`config.mk`:
```
export PLATFORM = sky130hd
export DESIGN_NAME = fsk_bit_decoder
export DESIGN_NICKNAME = d
export VERILOG_FILES = /design/src/rtl/fsk_bit_decoder.sv
export SDC_FILE = /design/constraint.sdc
export NUM_CORES = 1
export LEC_CHECK = 0
export ABC_AREA = 1
export BUFFER_PORTS_ARGS = -buffer_cell sky130_fd_sc_hd__clkbuf_2
export CORE_AREA = 2 2 130 132
export CTS_CLUSTER_SIZE = 10
export DETAILED_ROUTE_END_ITERATION = 8
export DIE_AREA = 0 0 132 134
export MAX_ROUTING_LAYER = met4
export PLACE_DENSITY_LB_ADDON = 0.15
export SLEW_MARGIN = 15
export SYNTH_ARGS = -nofsm -noshare
export SYNTH_HDL_FRONTEND = slang
export SYNTH_SLANG_ARGS = --single-unit
export TNS_END_PERCENT = 1
```
`constraint.sdc`:
```
create_clock -name clock -period 2.9 [get_ports clock]
set_input_delay 0.29 -clock clock [delete_from_list [all_inputs] [get_ports clock]]
set_output_delay 0.29 -clock clock [all_outputs]
set_load 0.005 [all_outputs]
```
`src/rtl/fsk_bit_decoder.sv`:
```
// FSK bit decoder: sequences frequency_analyzer once per bit period, decides each bit from the
// f0/f1 counts and assembles LSB-first words, flagging periods with too little carrier energy.
module fsk_bit_decoder #(
    parameter int unsigned CLOCK_FREQUENCY  = 50000000,
    parameter int unsigned BIT_RATE         = 1000,
    parameter int unsigned ANALYZER_LATENCY = 2,
    parameter int unsigned MIN_COUNT        = 16,
    parameter int unsigned DATA_WIDTH       = 8
) (
    input  logic                  clock,
    input  logic                  reset,
    input  logic                  enable,
    input  logic [31:0]           f0_value,
    input  logic [31:0]           f1_value,
    output logic                  analyzer_clear,
    output logic                  analyzer_enable,
    output logic                  bit_valid,
    output logic                  bit_value,
    output logic [DATA_WIDTH-1:0] word_data,
    output logic                  word_valid,
    output logic                  carrier_lost
);

    localparam int unsigned BIT_PERIOD    = CLOCK_FREQUENCY / BIT_RATE;
    localparam int unsigned INTEGRATE_LEN = BIT_PERIOD - 2 - ANALYZER_LATENCY;
    localparam int unsigned BCNT_W        = $clog2(DATA_WIDTH);

    localparam logic [2:0] ST_IDLE      = 3'd0;
    localparam logic [2:0] ST_CLEAR     = 3'd1;
    localparam logic [2:0] ST_INTEGRATE = 3'd2;
    localparam logic [2:0] ST_WAIT      = 3'd3;
    localparam logic [2:0] ST_DECIDE    = 3'd4;

    if (BIT_PERIOD < ANALYZER_LATENCY + 3) begin : g_bad_period
        $error("fsk_bit_decoder: BIT_PERIOD must be at least ANALYZER_LATENCY+3");
    end
    if (DATA_WIDTH < 2) begin : g_bad_width
        $error("fsk_bit_decoder: DATA_WIDTH must be at least 2");
    end

    logic [2:0]            state_q, state_d;
    logic [31:0]           cnt_q, cnt_d;
    logic [BCNT_W-1:0]     bit_cnt_q;
    logic [DATA_WIDTH-1:0] shift_q;
    logic [DATA_WIDTH-1:0] shift_next;
    logic [32:0]           sum;
    logic                  low_energy;
    logic                  bit_decided;

    always_comb begin
        state_d = state_q;
        cnt_d   = cnt_q;
        case (state_q)
            ST_IDLE: begin
                if (enable) begin
                    state_d = ST_CLEAR;
                end
            end
            ST_CLEAR: begin
                state_d = ST_INTEGRATE;
                cnt_d   = 32'd0;
            end
            ST_INTEGRATE: begin
                if (cnt_q == 32'(INTEGRATE_LEN - 1)) begin
                    cnt_d   = 32'd0;
                    state_d = (ANALYZER_LATENCY == 0) ? ST_DECIDE : ST_WAIT;
                end else begin
                    cnt_d = cnt_q + 32'd1;
                end
            end
            ST_WAIT: begin
                if (cnt_q == 32'(ANALYZER_LATENCY) - 32'd1) begin
                    cnt_d   = 32'd0;
                    state_d = ST_DECIDE;
                end else begin
                    cnt_d = cnt_q + 32'd1;
                end
            end
            ST_DECIDE: begin
                state_d = ST_CLEAR;
            end
            default: begin
                state_d = ST_IDLE;
                cnt_d   = 32'd0;
            end
        endcase
        if (!enable) begin
            state_d = ST_IDLE;
            cnt_d   = 32'd0;
        end
    end

    // 33-bit sum so two large counts cannot wrap below MIN_COUNT.
    always_comb begin
        sum         = {1'b0, f0_value} + {1'b0, f1_value};
        low_energy  = sum < 33'(MIN_COUNT);
        bit_decided = f1_value > f0_value;
        shift_next  = {bit_decided, shift_q[DATA_WIDTH-1:1]};
    end

    always_ff @(posedge clock) begin
        if (reset) begin
            state_q         <= ST_IDLE;
            cnt_q           <= 32'd0;
            bit_cnt_q       <= '0;
            shift_q         <= '0;
            analyzer_clear  <= 1'b0;
            analyzer_enable <= 1'b0;
            bit_valid       <= 1'b0;
            bit_value       <= 1'b0;
            word_data       <= '0;
            word_valid      <= 1'b0;
            carrier_lost    <= 1'b0;
        end else begin
            state_q         <= state_d;
            cnt_q           <= cnt_d;
            analyzer_clear  <= (state_d == ST_CLEAR);
            analyzer_enable <= (state_d == ST_INTEGRATE);
            bit_valid       <= 1'b0;
            word_valid      <= 1'b0;
            carrier_lost    <= 1'b0;
            if (!enable) begin
                // Disabling drops any partial word, including a decision due this cycle.
                bit_cnt_q <= '0;
                shift_q   <= '0;
            end else if (state_q == ST_DECIDE) begin
                if (low_energy) begin
                    carrier_lost <= 1'b1;
                    bit_cnt_q    <= '0;
                    shift_q      <= '0;
                end else begin
                    bit_valid <= 1'b1;
                    bit_value <= bit_decided;
                    shift_q   <= shift_next;
                    if (bit_cnt_q == BCNT_W'(DATA_WIDTH - 1)) begin
                        word_valid <= 1'b1;
                        word_data  <= shift_next;
                        bit_cnt_q  <= '0;
                    end else begin
                        bit_cnt_q <= bit_cnt_q + 1'b1;
                    end
                end
            end
        end
    end

endmodule

```
==> run_results.csv, run 1 <==
group,metric,value,unit
synthesis,synth_flop_cell,"dfxtp_1",
clocking,clk_latency,330,ps
placement,io_buffers,80,
die,core-area,16300,sq um
critical_path,startpoint_type,"primary input",
timing,fin_skew,6.47,ps
timing,setup_viol,0,
placement,dp_hpwl,13900,um
die,die_area,17700,sq um
clocking,cts_resized,0,
synthesis,synth_most_common_cell,"nand2_1",
global_route,antenna_found_initial,0,
pwr,pwr-share-comb,28.7,%
final_layout,syn_to_final_growth,17.5,%
pwr,ir_drop,0.272,mV
synthesis,syn_inst,1083,
route,wl_per_cell,11.9,um
timing,period_minus_slack,2560,ps
die,chipWidth,132,um
final_layout,multiInputGateArea,4300,sq um
pwr,p_sw,0.849,mW
placement,place_ws,24.4,ps
critical_path,worstSetupPathType,"primary input to register",
timing,worst_slew_pin_slew,576,ps
critical_path,arrival,2820,ps
timing,drv_slew,0,
synthesis,synth.area.top_cells,"dfxtp_1 18%, nand2_1 17%, ha_1 13%, inv_1 12%, nor2_1 6.3%",
timing,rsz0062_at_grt,"false",
synthesis,ys.warnings.count,0,
timing,layout_setup_ws,343,ps
final_layout,regArea,1180,sq um
global_route,grt.total_usage,19.9,%
min_path,hp-class,"primary input to register",
synthesis,yosys.cell_types.count,49,
outcome,status,"complete, no violations",
route,drc,0,
final_layout,final_area,7510,sq um
pwr,leakage,3.97,nW
global_route,grt_pass1_vias,6165,
die,rows,47,
final_layout,diodes,0,
synthesis,synth_top_cell_area_share,18.5,%
synthesis,synth_common_cells,"297 x nand2_1, 210 x inv_1, 107 x nor2_1, 72 x a21oi_1, 68 x ha_1",
clocking,clkTransAtPathRegs,50,ps
global_route,grt_max_degree,29,
pwr,clkPwrFrac,40.5,%
timing,finalHoldViolations,0,
route,firstDrtPassIters,5,
clocking,cts.sinks,59,
final_layout,fillers,1769,
pwr,power_frac_seq,30.8,%
timing,tns,0,ps
die,ios,81,
final_layout,utilization,46.1,%
timing,fmax,391,MHz
clocking,root_buffer,"clkbuf_16",
synthesis,ys_seq_elements,59,
clocking,clock_tree.buffer_depth,2,
synthesis,synth_area,6390,sq um
timing,relSlewSlack,61.4,%
route,drt_iter0_markers,390,
clocking,cts_buffers,9,
die,die_h,134,um
placement,placed_cells,1395,
final_layout,nets,1321,
synthesis,syn_avg_cell_area,5.90,sq um
synthesis,synth-edff-count,0,
pwr,power.density,353,nW/um^2
clocking,cts_tree,"built",
route,route.antenna.remaining_nets,0,
placement,routabilityCongestion,0.903,
critical_path,worstPathMaxFanout,16,
final_layout,final_cells,1411,
critical_path,end_kind,"register",
route,drt_wl_total,16800,um
synthesis,synth_nets,1218,
timing,fin_crit_sh,88.2,%
final_layout,drive_gt1_share,14.2,%
clocking,cts_setup_buffers,0,
synthesis,synthArstFlopShare,0,%
pwr,internal_power,1.80,mW
clocking,cts_hold_buf,0,
flow_run,cap_viol_max_count,0,
placement,place_area,7200,sq um
global_route,grt_pass1_wl,28600,um
clocking,cts_max_level,3,
global_route,overflow,0,
route,vias,6714,
critical_path,cp.required,3160,ps
pwr,swShare,32.0,%
synthesis,synth_top_area_cell,"dfxtp_1",
route,viasPerCell,4.76,
die,start_util,39.2,%
synthesis,yosysSeqAreaShare,18.5,%
-- worst max-delay path, cell delays in order --
cell and delay [ps]:
clkbuf_2 90, inv_1 40, ha_1 350, inv_1 130, nand2_1 80, nor2_1 250
nand4_1 170, nand3b_1 200, nand2_1 120, nand3_1 80, nand2_1 60, nor2_1 80
nand2_1 70, nor2_1 140, nand3_2 130, buf_12 170, buf_4 150, nand2_2 60
nor2_1 50, o21ai_2 100
-- cell type report --
type | instances | share of cell area [%]
inverters | 225 | 11.3
clock inverters | 3 | 0.616
flip-flops and latches | 59 | 15.7
clock buffers | 13 | 3.46
well taps | 220 | 3.66
repair buffers | 105 | 8.00
multi-input cells | 786 | 57.3
-- layer usage --
layer	track usage (%)	vias up	wire, um
met5	-	-	0
met2	32.0	128	7360
met4	4.23	0	124
met3	2.61	11	584
li1	-	3623	-
met1	26.9	2952	8720
-- power by group through the flow --
stage / Clock (mW) / Combinational (mW) / Sequential [mW]
2_1_floorplan: 0 / 0.508 / 0.833
5_1_grt: 1.13 / 0.867 / 0.816
3_3_place_gp: 0 / 0.758 / 0.833
4_1_cts: 1.10 / 0.760 / 0.816
6_report: 1.07 / 0.760 / 0.817
3_5_place_dp: 0 / 0.755 / 0.833
-- cells in the final DEF (no fill, tap or decap), types with 3 or more instances in the layout --
cell       instances
xor2_1            14
o22ai_1            4
xnor2_1            3
nand2_1          297
clkbuf_16          9
nand3b_1           5
clkbuf_2          80
inv_1            210
dfxtp_1           59
ha_1              68
nand2_2            9
nor4_1            11
o21bai_1          10
nand4_1           24
nor2_2            10
a21oi_2            5
a21oi_1           72
clkinv_1           4
nor3_1            20
nor2_1           107
inv_2             10
buf_4             24
o211ai_1           4
o21ai_0           29
nand3_2            3
nand3_1           61
-- worst paths after layout --
check | start | slack, ps | endpoint | depth (start not counted)
max | f0_value[8] | 340 | bit_value | 20
min | reset | 240 | word_valid | 2
max reg2reg | cnt_q[0] | 550 | cnt_q[23] | 8
min reg2reg | state_q[2] | 440 | state_q[2] | 1
-- stage by stage --
step	hold WS, ps	power [mW]
floorplan	362	1.34
global route	245	2.82
finish	240	2.65
CTS	223	2.68
global placement	438	1.59
detailed placement	438	1.59
-- flip-flops by register name, indices dropped and copies added, names as in the netlist --
signal,flops
cnt_q,32
word_data,8
shift_q,7
bit_cnt_q,3
state_q,3
analyzer_clear,1
analyzer_enable,1
bit_valid,1
bit_value,1
carrier_lost,1
word_valid,1
-- logic make-up after synthesis --
kind of cell,share of synthesized area [%]
simple gates,38.9
compound gates,12.8
fa+ha+maj,13.3
buf+inv,14.2
xor+xnor,2.33
flops,18.5
Note: power is estimated with default switching activity, not from simulation.
==> run 2, diff against run 1 <==
- BUFFER_PORTS_ARGS: -buffer_cell sky130_fd_sc_hd__clkbuf_2 -> -buffer_cell sky130_fd_sc_hd__buf_2
- CORE_AREA: 2 2 130 132 -> 5 5 133 135
- DIE_AREA: 0 0 132 134 -> 0 0 138 140
- clock period: 2.9 -> 3 ns (I/O delays scaled with it)
==> run_results.csv, run 2 (synthesized netlist as in run 1, its figures left out) <==
group,metric,value,unit
outcome,status,"complete, no violations",
clocking,cts.sinks,59,
global_route,overflow,0,
clocking,cts_buffers,9,
clocking,root_buffer,"clkbuf_16",
route,vias,6647,
final_layout,fillers,1860,
critical_path,worst_path_max_delay_cell,"ha_1",
global_route,met1_usage,25.1,%
global_route,grt_pass1_vias,6313,
clocking,clk_latency,330,ps
die,die_area,19300,sq um
route,drc,0,
route,drt_wl_total,17000,um
placement,placed_cells,1384,
timing,fmax,367,MHz
die,core-area,16300,sq um
timing,tns,0,ps
timing,drv_slew,0,
global_route,gr-usage-met2,27.9,%
timing,holdWs,221,ps
die,start_util,39.1,%
final_layout,largest-register,"cnt_q",
final_layout,utilization,45.4,%
critical_path,cp_cell_sequence,"buf_2 -> inv_1 -> ha_1 -> buf_4 -> inv_2 -> nand2_1 -> nor2_1 -> nand4_1 -> nand3b_1 -> nand2_1 -> nand3_1 -> nand2_1 -> nor2_1 -> nand2_1 -> nor2_1 -> nand3_4 -> buf_4 -> nand3_1 -> a21oi_1",
timing,worst_slew_pin_slew,559,ps
min_path,hp-class,"primary input to register",
critical_path,arrival,2920,ps
flow_run,cap_viol_max_count,0,
placement,dp_hpwl,14000,um
critical_path,r2r_cells,9,
min_path,hold_depth,2,
final_layout,diodes,0,
clocking,cts_hold_buf,0,
timing,rsz0062_at_grt,"false",
route,wl_per_cell,12.1,um
pwr,leakage,3.91,nW
final_layout,final_cells,1400,
die,die_h,140,um
clocking,clkTransAtPathRegs,60,ps
timing,relSlewSlack,62.3,%
final_layout,largestRegisters,"cnt_q (32), word_data (8), shift_q (7)",
global_route,grt_max_degree,29,
final_layout,largest_register_ffs,32,
critical_path,max_stage_delay,350,ps
clocking,cts_max_level,3,
placement,routabilityCongestion,0.898,
timing,fin_crit_sh,90.8,%
route,firstDrtPassIters,5,
route,viasPerCell,4.75,
die,ios,81,
global_route,grt_pass1_wl,29100,um
timing,setup_viol,0,
timing,period_minus_slack,2720,ps
clocking,cts_tree,"built",
clocking,cts_setup_buffers,0,
final_layout,mostFrequentLayoutCells,"297 x nand2_1, 210 x inv_1, 107 x nor2_1",
pwr,power.density,342,nW/um^2
critical_path,end_kind,"register",
final_layout,final_common_cell,"nand2_1",
placement,io_buffers,80,
pwr,ir_drop,0.275,mV
route,route.antenna.remaining_nets,0,
critical_path,crit_top_cell,"nand2_1",
critical_path,cp.required,3190,ps
route,drt_iter0_markers,387,
global_route,top_usage_layer,"met2",
clocking,clock_tree.buffer_depth,2,
die,chipWidth,138,um
final_layout,syn_to_final_growth,16.2,%
critical_path,worstSetupPathType,"primary input to register",
timing,finalHoldViolations,0,
die,rows,47,
global_route,antenna_found_initial,0,
critical_path,worstPathMaxFanout,10,
global_route,grt.total_usage,18.0,%
global_route,grt_util_met3,2.86,%
final_layout,nets,1310,
critical_path,startpoint_type,"primary input",
timing,fin_skew,9.56,ps
final_layout,drive_gt1_share,13.6,%
-- run 2: cell count changes in the layout (fill, tap and decap cells not counted), moves of 2 or more --
cell,delta
nand3_2,-2
nand3_4,+2
buf_4,-10
clkinv_2,+2
clkbuf_2,-80
clkbuf_1,-2
buf_2,+80
-- run 2: final timing paths --
path | start | endpoint | slack [ps]
worst max-delay path | f0_value[7] | shift_q[6] | 280
worst min-delay path | reset | word_valid | 220
worst max register to register | cnt_q[0] | cnt_q[13] | 650
worst min register to register | state_q[2] | state_q[2] | 440
-- run 2: worst max-delay path: cells and delay by family --
family | cells | cell delay, ps
compound gates | 1 | 60
fa+ha+maj | 1 | 350
buf+inv | 5 | 570
simple gates | 12 | 1620
-- run 2: metal layers --
layer	part of all wire [%]	wire length (um)	up-vias
li1	-	-	3587
met1	51	8700	2916
met2	44	7420	131
met3	4.2	712	13
met4	1.0	173	0
met5	0	0	-
-- run 2: what timing repair did --
| item | 4_1_cts | 5_1_grt |
|---|---|---|
| hold endpoints to repair | 0 | 0 |
| resized for setup | 0 | 2 |
| endpoints found under the setup margin | 0 | 7 |
-- run 2: report_power, final --
part	switching, mW	total, mW	internal, mW	leakage [nW]
registers	0.00196	0.789	0.787	0.476
logic	0.463	0.712	0.250	3.29
clock network	0.376	1.04	0.664	0.145
-- run 2: metrics by stage --
| step | worst slack (ps) | total power [mW] | instance area [sq um] |
|---|---|---|---|
| 4_1_cts | 248 | 2.56 | 7410 |
| 2_1_floorplan | 758 | 1.30 | 6390 |
| 3_5_place_dp | -76.0 | 1.51 | 7110 |
| 6_report | 277 | 2.54 | 7430 |
| 5_1_grt | 5.02 | 2.70 | 7430 |
| 3_3_place_gp | -36.9 | 1.52 | 7110 |
-- run 2: area by class of cell --
cell class | count | area [sq um] | area share [%]
inverters | 225 | 846 | 11.4
clock buffers | 10 | 239 | 3.22
clock inverters | 6 | 63.8 | 0.859
flip-flops and latches | 59 | 1180 | 15.9
multi-input cells | 786 | 4320 | 58.1
well taps | 220 | 275 | 3.71
repair buffers | 94 | 505 | 6.81
